[src/rtl/ctrl_pkg.sv]
// Shared encodings for the multicycle RV32I controller: opcodes, FSM states,
// fault causes and datapath mux selects. JALR_EN adds the two JALR states.
package ctrl_pkg;

    localparam logic [6:0] OP_LOAD   = 7'b0000011;
    localparam logic [6:0] OP_STORE  = 7'b0100011;
    localparam logic [6:0] OP_RTYPE  = 7'b0110011;
    localparam logic [6:0] OP_ITYPE  = 7'b0010011;
    localparam logic [6:0] OP_BRANCH = 7'b1100011;
    localparam logic [6:0] OP_JAL    = 7'b1101111;
    localparam logic [6:0] OP_JALR   = 7'b1100111;

    typedef enum logic [3:0] {
        S_FETCH,
        S_DECODE,
        S_MEMADR,
        S_MEMREAD,
        S_MEMWB,
        S_MEMWRITE,
        S_EXECUTER,
        S_EXECUTEI,
        S_ALUWB,
        S_BEQ,
        S_JAL,
        S_FAULT
`ifdef JALR_EN
        ,
        S_JALR_ADR,
        S_JALR
`endif
    } state_t;

    typedef enum logic [1:0] {
        CAUSE_NONE    = 2'b00,
        CAUSE_ILLEGAL = 2'b01,
        CAUSE_TIMEOUT = 2'b10
    } fault_cause_t;

    localparam logic [1:0] SRCA_PC    = 2'b00;
    localparam logic [1:0] SRCA_OLDPC = 2'b01;
    localparam logic [1:0] SRCA_RS1   = 2'b10;

    localparam logic [1:0] SRCB_RS2   = 2'b00;
    localparam logic [1:0] SRCB_IMM   = 2'b01;
    localparam logic [1:0] SRCB_FOUR  = 2'b10;

    localparam logic [1:0] ALUOP_ADD   = 2'b00;
    localparam logic [1:0] ALUOP_SUB   = 2'b01;
    localparam logic [1:0] ALUOP_FUNCT = 2'b10;

    localparam logic [1:0] RES_ALUOUT = 2'b00;
    localparam logic [1:0] RES_DATA   = 2'b01;
    localparam logic [1:0] RES_ALU    = 2'b10;

    localparam logic [1:0] IMM_I = 2'b00;
    localparam logic [1:0] IMM_S = 2'b01;
    localparam logic [1:0] IMM_B = 2'b10;
    localparam logic [1:0] IMM_J = 2'b11;

    function automatic logic [1:0] imm_sel(input logic [6:0] op);
        logic [1:0] sel;
        sel = IMM_I;
        case (op)
            OP_STORE:  sel = IMM_S;
            OP_BRANCH: sel = IMM_B;
            OP_JAL:    sel = IMM_J;
            default:   sel = IMM_I;
        endcase
        return sel;
    endfunction

endpackage

[src/rtl/multicycle_ctrl_if.sv]
// Control/status bundle between the multicycle controller (master) and the
// datapath plus memory port (slave).
interface multicycle_ctrl_if;
    logic [6:0] op;
    logic       zero;
    logic       mem_ready;
    logic       mem_req;
    logic       pc_write;
    logic       adr_src;
    logic       ir_write;
    logic       mem_write;
    logic       read_enable;
    logic       reg_write;
    logic [1:0] alu_src_a;
    logic [1:0] alu_src_b;
    logic [1:0] alu_op;
    logic [1:0] result_src;
    logic [1:0] imm_src;
    logic       fault;
    logic [1:0] fault_cause;

    modport master (
        input  op, zero, mem_ready,
        output mem_req, pc_write, adr_src, ir_write, mem_write, read_enable,
               reg_write, alu_src_a, alu_src_b, alu_op, result_src, imm_src,
               fault, fault_cause
    );

    modport slave (
        output op, zero, mem_ready,
        input  mem_req, pc_write, adr_src, ir_write, mem_write, read_enable,
               reg_write, alu_src_a, alu_src_b, alu_op, result_src, imm_src,
               fault, fault_cause
    );
endinterface

[src/rtl/mem_wait_timer.sv]
// Memory-wait watchdog: down-counter reloaded on clear, counts stalled request
// cycles and pulses timeout on the MAX_WAIT-th consecutive stall.
module mem_wait_timer #(
    parameter int MAX_WAIT = 15,
    parameter int WAIT_W   = $clog2(MAX_WAIT + 1)
) (
    input  logic clk,
    input  logic rst_n,
    input  logic clear,
    input  logic req,
    input  logic ready,
    output logic timeout
);

    localparam logic [WAIT_W-1:0] LOAD_VAL = WAIT_W'(MAX_WAIT);

    logic [WAIT_W-1:0] left;
    logic              stall;

    assign stall = req & ~ready;

    always_ff @(posedge clk or negedge rst_n) begin
        if (!rst_n) begin
            left <= LOAD_VAL;
        end else if (clear) begin
            left <= LOAD_VAL;
        end else if (stall && (left != '0)) begin
            left <= left - WAIT_W'(1);
        end
    end

    // Terminal count: this stall is the last one allowed; a ready in the same
    // cycle is still a success because stall is then low.
    assign timeout = stall & (left == WAIT_W'(1));

endmodule

[src/rtl/multicycle_ctrl.sv]
// Moore control FSM for the multicycle RV32I datapath with bounded memory
// waits and a sticky fault state. Define JALR_EN to add the JALR path.
module multicycle_ctrl
    import ctrl_pkg::*;
#(
    parameter int MAX_WAIT = 15
) (
    input  logic                clk,
    input  logic                rst_n,
    multicycle_ctrl_if.master   bus
);
    // state      | meaning
    // FETCH      | read instruction at PC, PC+4 into PC on mem_ready
    // DECODE     | OldPC+imm (branch target) into ALUOut, dispatch on op
    // MEMADR     | rs1+imm into ALUOut
    // MEMREAD    | load from ALUOut address, wait for mem_ready
    // MEMWB      | loaded data into rd
    // MEMWRITE   | store to ALUOut address, wait for mem_ready
    // EXECUTER   | rs1 op rs2
    // EXECUTEI   | rs1 op imm
    // ALUWB      | ALUOut into rd
    // BEQ        | compare rs1/rs2, take branch on zero
    // JAL        | OldPC+4 into ALUOut, PC from ALUOut
    // JALR_ADR   | rs1+imm into ALUOut (JALR_EN only)
    // JALR       | as JAL (JALR_EN only)
    // FAULT      | all strobes off, held until reset

    localparam int WAIT_W = $clog2(MAX_WAIT + 1);

    state_t       state, state_next;
    fault_cause_t cause_q, cause_next;

    logic       timeout, timer_clr;
    logic       mem_req_d, adr_src_d, ir_write_d, mem_write_d;
    logic       read_en_d, reg_write_d, pc_update, branch;
    logic [1:0] src_a_d, src_b_d, alu_op_d, res_d;

    always_ff @(posedge clk or negedge rst_n) begin
        if (!rst_n) begin
            state   <= S_FETCH;
            cause_q <= CAUSE_NONE;
        end else begin
            state   <= state_next;
            cause_q <= cause_next;
        end
    end

    always_comb begin
        state_next  = state;
        cause_next  = cause_q;
        mem_req_d   = 1'b0;
        adr_src_d   = 1'b0;
        ir_write_d  = 1'b0;
        mem_write_d = 1'b0;
        read_en_d   = 1'b0;
        reg_write_d = 1'b0;
        pc_update   = 1'b0;
        branch      = 1'b0;
        src_a_d     = SRCA_PC;
        src_b_d     = SRCB_RS2;
        alu_op_d    = ALUOP_ADD;
        res_d       = RES_ALUOUT;

        case (state)
            S_FETCH: begin
                mem_req_d = 1'b1;
                src_b_d   = SRCB_FOUR;
                res_d     = RES_ALU;
                if (bus.mem_ready) begin
                    ir_write_d = 1'b1;
                    pc_update  = 1'b1;
                    state_next = S_DECODE;
                end else if (timeout) begin
                    state_next = S_FAULT;
                    cause_next = CAUSE_TIMEOUT;
                end
            end
            S_DECODE: begin
                src_a_d = SRCA_OLDPC;
                src_b_d = SRCB_IMM;
                case (bus.op)
                    OP_LOAD, OP_STORE: state_next = S_MEMADR;
                    OP_RTYPE:          state_next = S_EXECUTER;
                    OP_ITYPE:          state_next = S_EXECUTEI;
                    OP_BRANCH:         state_next = S_BEQ;
                    OP_JAL:            state_next = S_JAL;
`ifdef JALR_EN
                    OP_JALR:           state_next = S_JALR_ADR;
`endif
                    default: begin
                        state_next = S_FAULT;
                        cause_next = CAUSE_ILLEGAL;
                    end
                endcase
            end
            S_MEMADR: begin
                src_a_d    = SRCA_RS1;
                src_b_d    = SRCB_IMM;
                state_next = (bus.op == OP_STORE) ? S_MEMWRITE : S_MEMREAD;
            end
            S_MEMREAD: begin
                mem_req_d = 1'b1;
                adr_src_d = 1'b1;
                read_en_d = 1'b1;
                if (bus.mem_ready) begin
                    state_next = S_MEMWB;
                end else if (timeout) begin
                    state_next = S_FAULT;
                    cause_next = CAUSE_TIMEOUT;
                end
            end
            S_MEMWB: begin
                res_d       = RES_DATA;
                reg_write_d = 1'b1;
                state_next  = S_FETCH;
            end
            S_MEMWRITE: begin
                mem_req_d = 1'b1;
                adr_src_d = 1'b1;
                if (bus.mem_ready) begin
                    mem_write_d = 1'b1;
                    state_next  = S_FETCH;
                end else if (timeout) begin
                    state_next = S_FAULT;
                    cause_next = CAUSE_TIMEOUT;
                end
            end
            S_EXECUTER: begin
                src_a_d    = SRCA_RS1;
                alu_op_d   = ALUOP_FUNCT;
                state_next = S_ALUWB;
            end
            S_EXECUTEI: begin
                src_a_d    = SRCA_RS1;
                src_b_d    = SRCB_IMM;
                alu_op_d   = ALUOP_FUNCT;
                state_next = S_ALUWB;
            end
            S_ALUWB: begin
                reg_write_d = 1'b1;
                state_next  = S_FETCH;
            end
            S_BEQ: begin
                src_a_d    = SRCA_RS1;
                alu_op_d   = ALUOP_SUB;
                branch     = 1'b1;
                state_next = S_FETCH;
            end
            S_JAL: begin
                src_a_d    = SRCA_OLDPC;
                src_b_d    = SRCB_FOUR;
                pc_update  = 1'b1;
                state_next = S_ALUWB;
            end
`ifdef JALR_EN
            S_JALR_ADR: begin
                src_a_d    = SRCA_RS1;
                src_b_d    = SRCB_IMM;
                state_next = S_JALR;
            end
            S_JALR: begin
                src_a_d    = SRCA_OLDPC;
                src_b_d    = SRCB_FOUR;
                pc_update  = 1'b1;
                state_next = S_ALUWB;
            end
`endif
            S_FAULT: begin
                state_next = S_FAULT;
            end
            default: begin
                state_next = S_FETCH;
            end
        endcase
    end

    // Any state change enters a fresh wait window for the next access.
    assign timer_clr = (state_next != state);

    mem_wait_timer #(
        .MAX_WAIT (MAX_WAIT),
        .WAIT_W   (WAIT_W)
    ) u_mem_wait_timer (
        .clk     (clk),
        .rst_n   (rst_n),
        .clear   (timer_clr),
        .req     (mem_req_d),
        .ready   (bus.mem_ready),
        .timeout (timeout)
    );

    // Strobes are forced low while reset is held so an abandoned access never
    // leaks a write; mem_req follows FETCH so it is up right after release.
    assign bus.mem_req     = mem_req_d;
    assign bus.pc_write    = rst_n & (pc_update | (branch & bus.zero));
    assign bus.adr_src     = rst_n & adr_src_d;
    assign bus.ir_write    = rst_n & ir_write_d;
    assign bus.mem_write   = rst_n & mem_write_d;
    assign bus.read_enable = rst_n & read_en_d;
    assign bus.reg_write   = rst_n & reg_write_d;
    assign bus.alu_src_a   = rst_n ? src_a_d  : 2'b00;
    assign bus.alu_src_b   = rst_n ? src_b_d  : 2'b00;
    assign bus.alu_op      = rst_n ? alu_op_d : 2'b00;
    assign bus.result_src  = rst_n ? res_d    : 2'b00;
    assign bus.imm_src     = imm_sel(bus.op);
    assign bus.fault       = rst_n & (state == S_FAULT);
    assign bus.fault_cause = cause_q;

endmodule

[src/flat_wrapper.sv]
// flat-port wrapper written by rule: the top's interface ports become plain ports
module multicycle_ctrl_flat import ctrl_pkg::*;
#(
    parameter int MAX_WAIT = 15
)
  (clk, rst_n, bus_op, bus_zero, bus_mem_ready, bus_mem_req, bus_pc_write, bus_adr_src, bus_ir_write, bus_mem_write, bus_read_enable, bus_reg_write, bus_alu_src_a, bus_alu_src_b, bus_alu_op, bus_result_src, bus_imm_src, bus_fault, bus_fault_cause);
  multicycle_ctrl_if bus_i ();
  input  logic clk;
  input  logic rst_n;
  input wire logic [$bits(bus_i.op)-1:0] bus_op;
  input wire logic [$bits(bus_i.zero)-1:0] bus_zero;
  input wire logic [$bits(bus_i.mem_ready)-1:0] bus_mem_ready;
  output wire logic [$bits(bus_i.mem_req)-1:0] bus_mem_req;
  output wire logic [$bits(bus_i.pc_write)-1:0] bus_pc_write;
  output wire logic [$bits(bus_i.adr_src)-1:0] bus_adr_src;
  output wire logic [$bits(bus_i.ir_write)-1:0] bus_ir_write;
  output wire logic [$bits(bus_i.mem_write)-1:0] bus_mem_write;
  output wire logic [$bits(bus_i.read_enable)-1:0] bus_read_enable;
  output wire logic [$bits(bus_i.reg_write)-1:0] bus_reg_write;
  output wire logic [$bits(bus_i.alu_src_a)-1:0] bus_alu_src_a;
  output wire logic [$bits(bus_i.alu_src_b)-1:0] bus_alu_src_b;
  output wire logic [$bits(bus_i.alu_op)-1:0] bus_alu_op;
  output wire logic [$bits(bus_i.result_src)-1:0] bus_result_src;
  output wire logic [$bits(bus_i.imm_src)-1:0] bus_imm_src;
  output wire logic [$bits(bus_i.fault)-1:0] bus_fault;
  output wire logic [$bits(bus_i.fault_cause)-1:0] bus_fault_cause;
  assign bus_i.op = bus_op;
  assign bus_i.zero = bus_zero;
  assign bus_i.mem_ready = bus_mem_ready;
  assign bus_mem_req = bus_i.mem_req;
  assign bus_pc_write = bus_i.pc_write;
  assign bus_adr_src = bus_i.adr_src;
  assign bus_ir_write = bus_i.ir_write;
  assign bus_mem_write = bus_i.mem_write;
  assign bus_read_enable = bus_i.read_enable;
  assign bus_reg_write = bus_i.reg_write;
  assign bus_alu_src_a = bus_i.alu_src_a;
  assign bus_alu_src_b = bus_i.alu_src_b;
  assign bus_alu_op = bus_i.alu_op;
  assign bus_result_src = bus_i.result_src;
  assign bus_imm_src = bus_i.imm_src;
  assign bus_fault = bus_i.fault;
  assign bus_fault_cause = bus_i.fault_cause;
  multicycle_ctrl #(.MAX_WAIT(MAX_WAIT)) u_core (.clk(clk), .rst_n(rst_n), .bus(bus_i));
endmodule
[config.mk]
export PLATFORM = sky130hd
export DESIGN_NAME = multicycle_ctrl_flat
export DESIGN_NICKNAME = d
export VERILOG_FILES = /design/src/rtl/ctrl_pkg.sv /design/src/rtl/multicycle_ctrl_if.sv /design/src/rtl/mem_wait_timer.sv /design/src/rtl/multicycle_ctrl.sv /design/src/flat_wrapper.sv
export SDC_FILE = /design/constraint.sdc
export NUM_CORES = 1
export LEC_CHECK = 0
export BUFFER_PORTS_ARGS = -buffer_cell sky130_fd_sc_hd__buf_2
export CAP_MARGIN = 20
export CORE_UTILIZATION = 40
export CTS_BUF_LIST = sky130_fd_sc_hd__clkbuf_4
export DETAILED_ROUTE_END_ITERATION = 8
export PLACE_DENSITY = 0.72
export REMOVE_ABC_BUFFERS = 1
export SLEW_MARGIN = 20
export SYNTH_ARGS = -nofsm -noshare
export SYNTH_HDL_FRONTEND = slang
export SYNTH_SLANG_ARGS = --single-unit
[constraint.sdc]
create_clock -name clk -period 2.55 [get_ports clk]
set_input_delay 0 -clock clk [delete_from_list [all_inputs] [get_ports clk]]
set_output_delay 0 -clock clk [all_outputs]
set_load 0.02 [all_outputs]
After elaboration in Yosys (flattened, before gate mapping)
Index checks and enable logic that the tools add are counted.
{ "op_classes": {"add_sub_neg": 1, "n_eq_ne": 22, "muxes": 31, "bitwise_logic": 12, "reduce_logical": 17} }
{ "ops": {"columns": ["cell", "n"], "rows": [
  ["one-hot mux 4 bit (7 select lines)", 1],
  ["two-way mux 4 bit", 6],
  ["one-hot mux 2 bit (2 select lines)", 5],
  ["one-hot mux 4 bit (5 select lines)", 1],
  ["equality test 4 x 3 -> 1 bit, second input constant", 4],
  ["equality test 4 bit, second input constant", 4],
  ["equality test 7 x 6 -> 1 bit, second input constant", 2],
  ["equality test 7 bit, second input constant", 2],
  ["two-way mux 2 bit", 7],
  ["OR reduction 2 bit", 6],
  ["bitwise AND 1 bit", 10],
  ["OR reduction 3 bit", 3],
  ["equality test 4 x 1 -> 1 bit, second input constant", 2],
  ["equality test 4 x 2 -> 1 bit, second input constant", 2],
  ["two-way mux 1 bit", 8],
  ["equality test 7 x 2 -> 1 bit, second input constant", 1],
  ["equality test 7 x 5 -> 1 bit, second input constant", 1],
  ["one-hot mux 2 bit (3 select lines)", 1],
  ["OR reduction 6 bit", 1],
  ["zero test 4 bit", 1],
  ["!= test 2 bit, second input constant", 2],
  ["!= test 4 bit", 1],
  ["AND reduction 4 bit", 1],
  ["nonzero test 2 bit", 2],
  ["9 further kinds", 9]
]} }
{ "totals": {"ff_bits": 10, "in_bits": 11, "output_inout_bits": 20, "word_cells": 86} }

Longest topological paths before layout
Gate-level depths: netlist of the first run.
{ "logic_depth": {"word_depth": 10, "ltp_mapped": 7, "depth_no_buf": 7} }

Cells and area by module
A second synthesis of the first run with hierarchy kept.
{ "hier_totals": {"cells_unflattened": 147, "area_unflattened_um2": 1112.3} }
{ "modules_own_cells": {"columns": ["module", "instances", "cells_per_inst", "area_per_inst_um2", "seq_area_each_um2"], "rows": [
  ["multicycle_ctrl", 1, 120, 842.1, 150.1],
  ["mem_wait_timer", 1, 27, 270.3, 105.1]
]} }

Worst setup path before layout of the first run
No wires, ideal clock.
{ "synth_timing": {"path_type": "reg2reg", "from": "register u_core.u_mem_wait_timer.left[1]", "to": "register u_core.u_mem_wait_timer.left[1]", "setup_ns": 0.093, "arrival_ns": 1.687, "t_required_ns": 2.457, "setup_slack_ns": 0.770, "path_stages_with_launch": 8, "path_buffers": 0, "period_less_slack_ns": 1.780, "cell_sequence": "dfstp_2 inv_1 ha_1 nor3b_1 nor3_1 a32oi_2 nor4_4 o211ai_2"} }
{ "synth_between": {"elab_chain_len": 7, "elab_cells_between_ends": 14, "cone_classes": "add/sub: 1; eq/ne: 2; mux: 7; bitwise: 1; reduce/logical: 3"} }
{ "synth_rtl": {"columns": ["item", "line_no", "rtl"], "rows": [
  ["start: declaration", "mem_wait_timer.sv:17", "logic [WAIT_W-1:0] left;"],
  ["start signal: assignment", "mem_wait_timer.sv:28", "left <= left - WAIT_W'(1);"],
  ["equality test 4 x 1 -> 1 bit", "mem_wait_timer.sv:34", "assign timeout = stall & (left == WAIT_W'(1));"],
  ["bitwise AND 1 bit", "mem_wait_timer.sv:34", null],
  ["two-way mux 4 bit", "multicycle_ctrl.sv:73, multicycle_ctrl.sv:107, multicycle_ctrl.sv:123", null],
  ["two-way mux 4 bit, on equally long branches", "multicycle_ctrl.sv:120, multicycle_ctrl.sv:69, multicycle_ctrl.sv:105", null],
  ["one-hot mux 4 bit (7 select lines)", "multicycle_ctrl.sv:64", "case (state)"],
  ["!= test 4 bit", "multicycle_ctrl.sv:178", "assign timer_clr = (state_next != state);"],
  ["two-way mux 4 bit / nonzero test 2 bit (equally long branches)", null, null]
]} }
Several ways; a longest one is shown, not always the timed one. The select of a mux whose other input is x is not followed.
A chain may end at the register's enable or synchronous reset.

Final worst setup path of the first run
{ "layout_timing": {"from": "register u_core.state[1]", "to": "register u_core.u_mem_wait_timer.left[1]"} }
{ "layout_between": {"elab_chain_len": 10, "elab_cells_between_ends": 23, "cone_classes": "eq/ne: 9; mux: 7; bitwise: 2; reduce/logical: 5"} }
{ "layout_rtl": {"columns": ["item", "line_no", "rtl"], "rows": [
  ["start: declaration", "multicycle_ctrl.sv:30", "state_t state, state_next;"],
  ["start signal: assignment", "multicycle_ctrl.sv:43", "state <= state_next;"],
  ["equality test 4 x 2 -> 1 bit (tied with other cells)", "multicycle_ctrl.sv:64", null],
  ["OR reduction 3 bit (no source line)", null, null],
  ["two-way mux 1 bit", "multicycle_ctrl.sv:64", null],
  ["bitwise AND 1 bit", "mem_wait_timer.sv:20", "assign stall = req & ~ready;"],
  ["bitwise AND 1 bit", "mem_wait_timer.sv:34", null],
  ["two-way mux 4 bit", "multicycle_ctrl.sv:73, multicycle_ctrl.sv:107, multicycle_ctrl.sv:123", null],
  ["two-way mux 4 bit, on equally long branches", "multicycle_ctrl.sv:120, multicycle_ctrl.sv:69, multicycle_ctrl.sv:105", null],
  ["one-hot mux 4 bit (7 select lines)", "multicycle_ctrl.sv:64", null],
  ["!= test 4 bit", "multicycle_ctrl.sv:178", null],
  ["two-way mux 4 bit / nonzero test 2 bit (equally long branches)", null, null]
]} }
Several ways; a longest one is shown, not always the timed one.

==> flow_summary.toml, run 1 <==
[global_route]
antenna_found_initial = 0
grt_pass1_wl_um = 4330
grt_use_total = 0.173
grt_pass1_vias = 974
grt_max_degree = 22
overflow = 0

[critical_path]
path_max_fanout = 21
critical-path-top-delay-family = "flip-flops"
crit_slowest_cell = "dfrtp_1"
slowest_delay_ns = 0.80
rrSetupSlack_ns = 0.45
critPathBufInv = 0
cp.arrival_ns = 2.29
crit_path_end_kind = "register"
path_cells = "and3b_4 -> a22oi_4 -> nor2_2 -> nor4_4 -> o211ai_2"
r2r_end = "u_core.u_mem_wait_timer.left[1]"
critPathKind = "register to register"
r2r_start = "u_core.state[1]"
reg2regPathDepth = 5
critPathLaunchType = "register"
critical_path_required_ns = 2.74

[floorplan]
row_count = 19
core_sq_mm = 0.00273
die_width_um = 55.7
die-area_sq_mm = 0.00310
start_util = 0.422
top_level_ports = 31
die_h_um = 55.7

[detailed_routing]
viasPerCell = 5.84
wl_per_cell_um = 13.9
wirelength_um = 2660
drc = 0
first_pass_iters = 4
drt_iter0_drc = 48
vias = 1121
ant_nets = 0

[placement]
placed_cell_area_sq_mm = 0.00126
gp_congestion = 0.866
hpwl_um = 2000
port_buffers = 30

[power_and_ir_drop]
switching_power_uw = 695
p_int_uw = 629
sequentialPowerShare = 0.271
p_sw_frac = 0.525
p_leak_uw = 0.000604
p_per_area_mw_per_mm2 = 1020
vdd_drop_max_uv = 709
pwr-share-comb = 0.640
p_clk_frac = 0.089

[sta]
final-hold-violation-count = 0
rsz0062_at_grt = "no"
fin_crit_sh = 0.823
slew_headroom = 0.533
tightest_slew_ns = 0.701
slew_violations = 0
setup_viol = 0
skew_ns = 0.00468
period_minus_slack_ns = 2.10
max_freq_mhz = 476
final.setup.tns_ns = 0

[clock_network]
cts-htree-levels = 1
clock_path_buffers = 2
clkLatencyLatePin_ns = 0.27
cts_setup_buffers = 0
ctsResizeCount = 0
tritoncts = "done"
postCtsHoldBufs = 1
cts_root_buf = "clkbuf_4"
cts.sinks = 10
numCtsBuffers = 3
clk_pin_slew_worst_paths_ns = 0.07

[synthesis]
synth_seq_cells = 10
synth.distinct_cells = 64
synth_ff_type = "dfrtp_1"
async_flop_share = 1.00
syn_area_sq_mm = 0.00115
netlist.area_leader.share = 0.130
avgSynthCellArea_sq_um = 8.55
ys_seq_area_frac = 0.221
syn_inst = 135
synth_top_area_cell = "dfrtp_1"
synth_edf_count = 0
yosysWarnings = 0
synth_area_leaders = "dfrtp_1 13%, dfstp_2 9.1%, nor2_1 4.6%"

[cells_and_area]
syn_to_final_growth_pct = 12.5
layout_common_cells = "30 x buf_2, 14 x nor2_1, 9 x nand2_1, 8 x inv_1, 6 x dfrtp_1"
fin_nets = 175
final_area_sq_mm = 0.00130
layout-drive-gt1-share = 0.342
n_antenna_cell = 0
layout_commonest_cell = "buf_2"

[job]
drv_cap = 0

[outcome]
status = "finished, final reports clean"

[hold_path]
hold_class = "primary input to asynchronous set/reset pin"
[logic make-up after synthesis]
| family | synth area share |
|---|---|
| muxes | 0.0184 |
| and+or+nand+nor | 0.360 |
| DFF | 0.221 |
| xor gates and xnor gates | 0.0521 |
| AOI/OAI and AO/OA | 0.220 |
| adders and majority gates | 0.0217 |
| buffers and inverters | 0.106 |
[state kept, by name, indices dropped and copies added (netlist names)]
signal	cells
u_core.bus.fault_cause	2
u_core.state	4
u_core.u_mem_wait_timer.left	4
[layer usage]
| metal | GRT usage | vias up | wire, um |
|---|---|---|---|
| met5 | 0 | - | 0 |
| met4 | 0.0393 | 0 | 0 |
| met3 | 0.0605 | 0 | 160 |
| met2 | 0.269 | 40 | 1300 |
| met1 | 0.231 | 530 | 1200 |
| li1 | - | 551 | - |
[area by class of cell]
cell class | count | area (sq um)
Fill cell | 277 | 1440
Multi-Input combinational cell | 106 | 776
Sequential cell | 10 | 255
Timing Repair Buffer | 32 | 168
Tap cell | 31 | 38.8
Inverter | 9 | 33.8
Clock buffer | 3 | 22.5
Clock inverter | 1 | 3.75
[metrics by stage]
| step | power [uW] | utilization | cells | hold WS, ns | setup slack, ns |
|---|---|---|---|---|---|
| 2_1_floorplan | 977 | - | 125 | -0.296 | 0.750 |
| 5_1_grt | 1430 | 0.475 | 192 | 0.187 | 0.353 |
| 3_5_place_dp | 1200 | 0.461 | 187 | -0.0692 | 0.485 |
| 6_report | 1320 | 0.475 | 192 | 0.173 | 0.450 |
| 3_3_place_gp | 1170 | 0.461 | 187 | -0.0683 | 0.560 |
| 4_1_cts | 1320 | 0.475 | 192 | 0.178 | 0.468 |
[cells in the mapped netlist (3+ instances only)]
cell type,instances
inv_1,8
a21oi_1,4
dfstp_2,4
nand2b_1,4
nor2_1,14
nor2b_1,3
and3_1,5
buf_6,4
nand3_1,4
nand2_1,9
nor3_1,5
dfrtp_1,6
xor2_1,3
[power groups by stage]
stage               Combinational, uW  Clock, uW  Sequential [uW]
floorplan                         642          0              335
global placement                  822          0              352
detailed placement                842          0              357
CTS                               846        121              355
global route                      928        128              371
finish                            847        118              359
[worst max path at each step]
| stage | start | end | slack, ns | depth (start not counted) |
|---|---|---|---|---|
| floorplan | u_core.u_mem_wait_timer.left[1] | u_core.u_mem_wait_timer.left[1] | 0.75 | 7 |
| global placement | u_core.state[1] | u_core.u_mem_wait_timer.left[1] | 0.56 | 5 |
| detailed placement | u_core.state[1] | u_core.u_mem_wait_timer.left[1] | 0.48 | 5 |
| CTS | u_core.state[1] | u_core.u_mem_wait_timer.left[1] | 0.47 | 5 |
| global route | u_core.state[1] | u_core.u_mem_wait_timer.left[1] | 0.35 | 5 |
| finish | u_core.state[1] | u_core.u_mem_wait_timer.left[1] | 0.45 | 5 |
No activity file was read; power rests on OpenSTA's default activity.
==> run 2, diff against run 1 <==
--- a/config.mk
+++ b/config.mk
@@ -5,12 +5,13 @@
 export SDC_FILE = /design/constraint.sdc
 export NUM_CORES = 1
 export LEC_CHECK = 0
+export ABC_AREA = 1
 export BUFFER_PORTS_ARGS = -buffer_cell sky130_fd_sc_hd__buf_2
 export CAP_MARGIN = 20
 export CORE_UTILIZATION = 40
 export CTS_BUF_LIST = sky130_fd_sc_hd__clkbuf_4
 export DETAILED_ROUTE_END_ITERATION = 8
-export PLACE_DENSITY = 0.72
+export PLACE_DENSITY = 0.73
 export REMOVE_ABC_BUFFERS = 1
 export SLEW_MARGIN = 20
 export SYNTH_ARGS = -nofsm -noshare
==> constraint.sdc (replaced) <==
create_clock -name clk -period 2.15 [get_ports clk]
set_input_delay 0 -clock clk [delete_from_list [all_inputs] [get_ports clk]]
set_output_delay 0 -clock clk [all_outputs]
set_load 0.02 [all_outputs]
==> run 2 against run 1 <==
Via count decreased by 4.3%; sequential share of layout area grew 1.3 points; core utilization grew 5.5 points; clock power is 10% higher; largest power group unchanged.
==> flow_summary.toml, run 2 <==
[outcome]
status = "finished, final reports clean"

[placement]
hpwl_um = 1930
dpl_worst_slack_ns = 0.546
gp_congestion = 0.942
port_buffers = 30

[power_and_ir_drop]
p_clk_frac = 0.090
switching_power_uw = 823
pwr-share-comb = 0.701
power_uw = 1440
sequentialPowerShare = 0.209
p_leak_uw = 0.000720
vdd_drop_max_uv = 701
p_sw_frac = 0.570
p_per_area_mw_per_mm2 = 1190
p_int_uw = 621

[synthesis]
synth_area_leaders = "nand2_1 16%, dfrtp_1 15%, dfstp_2 10%"
syn_area_sq_mm = 0.00100
synth_ff_type = "dfrtp_1"
yosysWarnings = 0
synth.distinct_cells = 28
netlist.area_leader.share = 0.161
synth_seq_cells = 10
yosysMostFrequentCell = "nand2_1"
synth_top_area_cell = "nand2_1"
avgSynthCellArea_sq_um = 6.16
async_flop_share = 1.00
synth_commonest_cells = "43 x nand2_1, 28 x nor2_1, 25 x inv_1"
synth_edf_count = 0
syn_inst = 163
ys_seq_area_frac = 0.254

[sta]
tightest_slew_ns = 0.310
final.setup.tns_ns = 0
setup_viol = 0
setup_slack_ns = 0.422
slew_headroom = 0.793
fin_crit_sh = 0.804
slew_violations = 0
skew_ns = 0.00528
rsz0062_at_grt = "no"
holdWs_ns = 0.100
final-hold-violation-count = 0
period_minus_slack_ns = 1.73
max_freq_mhz = 579

[hold_path]
hold_class = "primary input to register"

[critical_path]
r2r_end = "u_core.u_mem_wait_timer.left[0]"
path_max_fanout = 4
path_cells = "inv_1 -> nor2_1 -> inv_1 -> nor2_1 -> inv_1 -> a31oi_1 -> buf_2"
critPathBufInv = 4
rrSetupSlack_ns = 0.53
cpMostUsedCell = "inv_1"
critPathCapture = "bus_alu_src_a[1]"
critical_path_required_ns = 2.15
critPathKind = "register to primary output"
crit_start = "u_core.state[3]"
crit_slowest_cell = "dfrtp_1"
critPathLaunchType = "register"
cp.arrival_ns = 1.73
crit_cells = 7
crit_path_end_kind = "primary output"
critical-path-top-delay-family = "flip-flops"
reg2regPathDepth = 10
r2r_start = "u_core.state[2]"
slowest_delay_ns = 0.47

[cells_and_area]
layout-drive-gt1-share = 0.291
layout_commonest_cell = "nand2_1"
fin_nets = 210
syn_to_final_growth_pct = 21.2
n_antenna_cell = 0
layout_common_cells = "43 x nand2_1, 30 x buf_2, 28 x nor2_1, 25 x inv_1, 8 x nand3_1"
final_util = 0.530

[clock_network]
postCtsHoldBufs = 1
clkLatencyLatePin_ns = 0.26
clk_pin_slew_worst_paths_ns = 0.07
numCtsBuffers = 3
cts_setup_buffers = 0
ctsResizeCount = 0
cts-htree-levels = 1
tritoncts = "done"
clock_path_buffers = 2
cts_root_buf = "clkbuf_4"
cts.sinks = 10

[floorplan]
die-area_sq_mm = 0.00272
die_h_um = 52.1
top_level_ports = 31
die_width_um = 52.1
row_count = 17
start_util = 0.437
core_sq_mm = 0.00230

[global_route]
grt_use_total = 0.190
overflow = 0
grt_pass1_wl_um = 3750
grt_max_degree = 14
antenna_found_initial = 0
grt_pass1_vias = 899

[detailed_routing]
wirelength_um = 2340
ant_nets = 0
viasPerCell = 4.79
wl_per_cell_um = 10.4
drt_iter0_drc = 25
drc = 0
vias = 1073
first_pass_iters = 5

[job]
drv_cap = 0
-- run 2: tightest hold or removal path, cell delays in order --
cell and delay (ns):
buf_2 0.09, nand2_1 0.05, nand3_1 0.10, nand2_1 0.08
-- run 2: per-stage QoR --
step                      cells  cell area [sq um]
after floorplan             161                996
after global placement      219               1180
after detailed placement    219               1180
after CTS                   224               1220
after global routing        224               1220
final                       224               1220
-- run 2: layer usage --
metal | vias up | routed length [um] | GRT usage
li1 | 571 | - | -
met1 | 468 | 1120 | 0.241
met2 | 30 | 1100 | 0.318
met3 | 4 | 96 | 0.0263
met4 | 0 | 17 | 0.0811
met5 | - | 0 | 0
-- run 2: cells by family after synthesis --
group                      share of synthesized area
DFF                                            0.254
buffers and inverters                          0.125
xor gates and xnor gates                      0.0262
and+or+nand+nor                                0.472
adders and majority gates                     0.0249
AOI/OAI and AO/OA                             0.0984
-- run 2: how the worst min path moves through the flow --
| stage | startpoint | end | slack, ns | cells past startpoint |
|---|---|---|---|---|
| finish | bus_mem_ready | u_core.state[2] | 0.10 | 4 |
| global route | bus_mem_ready | u_core.state[2] | 0.11 | 4 |
| CTS | bus_mem_ready | u_core.state[2] | 0.09 | 4 |
| detailed placement | rst_n | u_core.state[1] | -0.10 | 1 |
| global placement | rst_n | u_core.state[1] | -0.10 | 1 |
| floorplan | rst_n | u_core.bus.fault_cause[0] | -0.30 | 0 |
-- run 2: layout make-up --
cell class	instances	area, sq um
fill	227	1080
multi-input combinational	120	624
sequential	10	255
timing repair buffer	31	160
inverter	31	116
tap	28	35.0
clock buffer	3	22.5
clock inverter	1	3.75
-- run 2: power groups by stage --
stage	Combinational (uW)	Clock, uW	Sequential, uW
4_1_cts	1010	137	301
2_1_floorplan	789	0	289
5_1_grt	1120	143	309
6_report	1010	130	302
3_3_place_gp	983	0	300
3_5_place_dp	1000	0	303
